## config.mk

```make
export PLATFORM = sky130hd
export DESIGN_NAME = fifo_word_uart_tx
export DESIGN_NICKNAME = d
export VERILOG_FILES = /design/src/rtl/fifo_word_uart_tx.sv
export SDC_FILE = /design/constraint.sdc
export NUM_CORES = 1
export LEC_CHECK = 0
export ABC_AREA = 1
export CORE_AREA = 2 2 73 75
export CTS_BUF_LIST = sky130_fd_sc_hd__clkbuf_16
export DETAILED_ROUTE_END_ITERATION = 10
export DIE_AREA = 0 0 75 77
export PLACE_DENSITY = 0.83
export SYNTH_ARGS = -nofsm -noshare
export SYNTH_HDL_FRONTEND = slang
export SYNTH_SLANG_ARGS = --single-unit
```

## constraint.sdc

```tcl
create_clock -name clk -period 2.26 [get_ports clk]
set_input_delay 0.452 -clock clk [delete_from_list [all_inputs] [get_ports clk]]
set_output_delay 0.452 -clock clk [all_outputs]
set_load 0.02 [all_outputs]
```

## src/rtl/fifo_word_uart_tx.sv

```systemverilog
`default_nettype none
// ============================================================================
// Module   : fifo_word_uart_tx
// Purpose  : Pops 32-bit words from the output FIFO and sends each one as four
//            UART bytes (8N1; 8E1 when UART_TX_PARITY_EN is defined).
// Revision : 1.0 - initial release
// ============================================================================
module fifo_word_uart_tx #(
  parameter int CLKS_PER_BIT   = 868,
  parameter int MSB_BYTE_FIRST = 0
) (
  input  logic        clk,
  input  logic        resetn,
  input  logic        enable,
  input  logic        fifo_empty,
  output logic        fifo_rd_en,
  input  logic [31:0] fifo_rd_data,
  output logic        tx,
  output logic        busy,
  output logic        word_done,
  output logic [1:0]  byte_idx
);

  localparam int c_CNT_W = $clog2(CLKS_PER_BIT);
  localparam logic [c_CNT_W-1:0] c_CNT_MAX = c_CNT_W'(CLKS_PER_BIT - 1);
  localparam logic [c_CNT_W-1:0] c_CNT_PRE = c_CNT_W'(CLKS_PER_BIT - 2);
  localparam logic [c_CNT_W-1:0] c_CNT_ONE = c_CNT_W'(1);

  localparam logic [2:0] c_S_IDLE   = 3'd0;
  localparam logic [2:0] c_S_LOAD   = 3'd1;
  localparam logic [2:0] c_S_START  = 3'd2;
  localparam logic [2:0] c_S_DATA   = 3'd3;
  localparam logic [2:0] c_S_STOP   = 3'd4;
`ifdef UART_TX_PARITY_EN
  localparam logic [2:0] c_S_PARITY = 3'd5;
`endif

  logic [2:0]         r_state;
  logic [c_CNT_W-1:0] r_cnt;
  logic [2:0]         r_bit;
  logic [1:0]         r_byte;
  logic [31:0]        r_word;
  logic               r_tx;
  logic               r_busy;
  logic               r_rd_en;
  logic               r_done;

  logic               w_wrap;
  logic               w_pop;
  logic [1:0]         w_sel;
  logic [7:0]         w_byte;
  logic [2:0]         w_bit_nxt;

  assign w_wrap    = (r_cnt == c_CNT_MAX);
  assign w_pop     = enable & ~fifo_empty;
  assign w_sel     = (MSB_BYTE_FIRST != 0) ? ~r_byte : r_byte;
  assign w_byte    = r_word[{w_sel, 3'b000} +: 8];
  assign w_bit_nxt = r_bit + 3'd1;

  // Every output register is loaded with its value for the coming cycle, so
  // the pop decision for the first IDLE cycle is taken on the last STOP edge.
  always_ff @(posedge clk or negedge resetn) begin
    if (!resetn) begin
      r_state <= c_S_IDLE;
      r_cnt   <= '0;
      r_bit   <= 3'd0;
      r_byte  <= 2'd0;
      r_word  <= 32'd0;
      r_tx    <= 1'b1;
      r_busy  <= 1'b0;
      r_rd_en <= 1'b0;
      r_done  <= 1'b0;
    end else begin
      r_done <= 1'b0;
      case (r_state)
        c_S_IDLE: begin
          r_tx <= 1'b1;
          if (r_rd_en) begin
            r_rd_en <= 1'b0;
            r_busy  <= 1'b1;
            r_state <= c_S_LOAD;
          end else begin
            r_rd_en <= w_pop;
            r_busy  <= w_pop;
          end
        end
        c_S_LOAD: begin
          r_word  <= fifo_rd_data;
          r_byte  <= 2'd0;
          r_cnt   <= '0;
          r_tx    <= 1'b0;
          r_state <= c_S_START;
        end
        c_S_START: begin
          if (w_wrap) begin
            r_cnt   <= '0;
            r_bit   <= 3'd0;
            r_tx    <= w_byte[0];
            r_state <= c_S_DATA;
          end else begin
            r_cnt <= r_cnt + c_CNT_ONE;
          end
        end
        c_S_DATA: begin
          if (w_wrap) begin
            r_cnt <= '0;
            if (r_bit == 3'd7) begin
`ifdef UART_TX_PARITY_EN
              r_tx    <= ^w_byte;
              r_state <= c_S_PARITY;
`else
              r_tx    <= 1'b1;
              r_state <= c_S_STOP;
`endif
            end else begin
              r_bit <= w_bit_nxt;
              r_tx  <= w_byte[w_bit_nxt];
            end
          end else begin
            r_cnt <= r_cnt + c_CNT_ONE;
          end
        end
`ifdef UART_TX_PARITY_EN
        c_S_PARITY: begin
          if (w_wrap) begin
            r_cnt   <= '0;
            r_tx    <= 1'b1;
            r_state <= c_S_STOP;
          end else begin
            r_cnt <= r_cnt + c_CNT_ONE;
          end
        end
`endif
        c_S_STOP: begin
          if (w_wrap) begin
            r_cnt <= '0;
            if (r_byte != 2'd3) begin
              r_byte  <= r_byte + 2'd1;
              r_tx    <= 1'b0;
              r_state <= c_S_START;
            end else begin
              r_byte  <= 2'd0;
              r_state <= c_S_IDLE;
              r_rd_en <= w_pop;
              r_busy  <= w_pop;
            end
          end else begin
            r_cnt  <= r_cnt + c_CNT_ONE;
            r_done <= (r_byte == 2'd3) && (r_cnt == c_CNT_PRE);
          end
        end
        default: begin
          r_state <= c_S_IDLE;
          r_tx    <= 1'b1;
          r_busy  <= 1'b0;
          r_rd_en <= 1'b0;
        end
      endcase
    end
  end

  assign fifo_rd_en = r_rd_en;
  assign tx         = r_tx;
  assign busy       = r_busy;
  assign word_done  = r_done;
  assign byte_idx   = r_byte;

endmodule
`default_nettype wire
```

==> flow_summary.toml <==
[run_status]
status = "completed"

[place]
portBuffers = 41
hpwl_um = 4390
place_area_um2 = 3310
dp_slack_ns = 0.576
dp_cells = 459
gp_congestion = 0.846

[timing]
tightest_slew_ns = 0.551
hold_viol = 0
slew_headroom = 0.633
skew_ns = 0.00708
rsz0062_at_grt = "no"
setup-violations-final = 0
clock.fmax_mhz = 502
slew_violations = 0
finalWorstSetupSlack_ns = 0.269
period_minus_slack_ns = 1.99
setup_tns_ns = 0
finalCritPeriodShare = 0.881

[yosys]
syn_nets = 396
synth_area_leaders = "dfrtp_1 (47%), nand2_1 (14%), inv_1 (6.4%)"
synth_common_cells = "nand2_1 (102), dfrtp_1 (53), inv_1 (48)"
netlist_area_um2 = 2820
muxShareOfSynthArea = 0
synthFlopType = "dfrtp_1"
yosys.area_share.adder = 0.0222
synth_top_family_by_area = "simple AND/OR/NAND/NOR gates"
synth_edf_count = 0
synthArstFlopShare = 1.00
syn_inst = 355
ys_warn_count = 0
synth_top_area_frac = 0.471
synth_xor_area_frac = 0.0155
synth_compound_area_frac = 0.110
synth_largest_area_cell = "dfrtp_1"
synth_area_per_cell_um2 = 7.94
ys_seq_area_frac = 0.480
ys_seq_elements = 54
synth.most_common_cell = "nand2_1"
synth_cell_types = 34
synth-simple-area-share = 0.278

[die]
fp.dieH_um = 77
core_um2 = 4980
io_pins = 42
dieWidth_um = 75
initial_core_util = 0.566
die_area_um2 = 5780
rows = 26

[power]
pwr-share-seq = 0.539
power_density_nw_per_um2 = 541
p_leak_nw = 1.64
netSwitchingPower_w = 0.000393
switching_share = 0.211
clkPwrFrac = 0.390
irDropWorstVdd_mv = 0.436
p_comb_frac = 0.070
internal-power_w = 0.00147

[setup_path]
worst-r2r-cell-count = 12
slowest_delay_ns = 0.69
worstSetupStartpointType = "flip-flop"
cp_cell_sequence = "clkdlybuf4s50_1"
critPathArrivalTime_ns = 1.54
required_ns = 1.81
crit_family = "buffers and inverters"
slowest_stage = "clkdlybuf4s50_1"
path_buf_inv = 1
cp_max_fo = 11
critPathCaptureType = "primary output"
critical_path_class = "flip-flop to primary output"
path_depth = 1

[detailed_routing]
first_pass_iters = 4
totalWireLength_um = 6050
via_per_inst = 5.12
drtAntennaViolNets = 0
drtIter0Drc = 193
drc = 0
vias = 2393
wire_per_inst_um = 13.0

[clock_tree]
numCtsBuffers = 5
cts_tree = "yes"
cts_hold_buf = 0
cts_max_path_buffers = 2
clk_pin_slew_ns = 0.06
clock_sinks = 54
post_cts_buffers = 0
insertion_delay_ns = 0.29
cts-resized-gates = 0
h-tree-depth = 2
cts_root_buffer = "clkbuf_16"

[final_layout]
fillers = 390
post_layout_nonfiller_instances = 467
utilization = 0.693
nNetsFinal = 437
antenna_cells = 0
area_growth_pct = 22.4
final_area_um2 = 3450
drive_above_1_share = 0.0957

[global_routing]
grt_max_degree = 43
grt_antenna_before_repair = 0
grt_overflow = 0
grt_pass1_wl_um = 10200
grt_pass1_vias = 2369
grt.total_usage = 0.227

[flow_run]
drv_cap = 0

[worst_hold_path]
hp-class = "input port to async pin"
## area by class of cell
cell class              instances  area [um^2]  area share
clock inverters                 3         12.5     0.00363
repair buffers                 44          453       0.131
multi-input cells             233         1200       0.347
flip-flops and latches         54         1350       0.392
well taps                      70         87.6      0.0254
inverters                      58          220      0.0639
clock buffers                   5          125      0.0363
## final timing paths
| check | startpoint | endpoint | slack, ns |
|---|---|---|---|
| max in group asynchronous | resetn | r_cnt[5] | 1.56 |
| worst max-delay path | byte_idx[1] | byte_idx[1] | 0.27 |
| worst min-delay path | resetn | r_word[9] | 0.14 |
| worst max register to register | byte_idx[0] | tx | 0.62 |
| min in group clk | r_word[13] | r_word[13] | 0.49 |
| worst min register to register | r_word[13] | r_word[13] | 0.49 |
## worst reg2reg max path, cell delays in order, from the launching register on
cell,delay (ns)
dfrtp_1,0.38
buf_4,0.21
inv_2,0.23
nand2_1,0.08
nand3_1,0.07
nand2_1,0.07
nand2_1,0.07
nand3_1,0.08
nand2_1,0.07
nand2_1,0.05
nand3_1,0.07
nand2_1,0.07
a21oi_1,0.13
## through the flow
step	power, W	hold slack (ns)
after floorplan	0.00106	0.156
after global placement	0.00115	0.459
after detailed placement	0.00116	0.466
after CTS	0.00188	0.156
after global routing	0.00194	0.182
final	0.00186	0.143
## cells by family (layout without fill, tap and decap cells)
group / Yosys count / count (layout)
buf+inv: 68 / 110
xor+xnor: 5 / 5
flops: 54 / 54
simple gates: 169 / 169
fa+ha+maj: 5 / 5
compound gates: 54 / 54
## flip-flops by register name, summed over array words and instances, names as in the netlist
| register | count |
|---|---|
| r_state | 3 |
| fifo_rd_en | 1 |
| busy | 1 |
| r_cnt | 10 |
| byte_idx | 2 |
| r_word | 32 |
| tx | 1 |
| r_bit | 3 |
| word_done | 1 |
## power by group through the flow
stage	clock, W	sequential [W]	combinational [W]
floorplan	0	0.00102	0.0000402
global placement	0	0.00102	0.000130
detailed placement	0	0.00102	0.000132
CTS	0.000739	0.00101	0.000134
global route	0.000780	0.00101	0.000148
finish	0.000728	0.00101	0.000131
## routing by layer
metal / part of all wire / wire, um / track usage / up-vias
met4: 0.020 / 122 / 0.0821 / 0
met1: 0.46 / 2810 / 0.300 / 1125
met5: 0 / 0 / 0 / -
met2: 0.47 / 2870 / 0.364 / 47
met3: 0.041 / 247 / 0.0473 / 12
li1: - / - / - / 1209
## placed cells by master (no fill, tap or decap), types with 3 or more instances in the layout
| cell | instances |
|---|---|
| nand2_1 | 102 |
| dfrtp_1 | 53 |
| inv_1 | 49 |
| clkdlybuf4s50_1 | 40 |
| nand3_1 | 32 |
| o21ai_0 | 30 |
| nor2_1 | 14 |
| inv_2 | 9 |
| o21ai_1 | 7 |
| nor3_1 | 5 |
| xor2_1 | 5 |
| ha_1 | 5 |
| clkbuf_16 | 5 |
| nor2_4 | 4 |
| a21oi_1 | 4 |
| o31ai_1 | 3 |
| o22ai_1 | 3 |
Note: power is estimated with default switching activity, not from simulation.
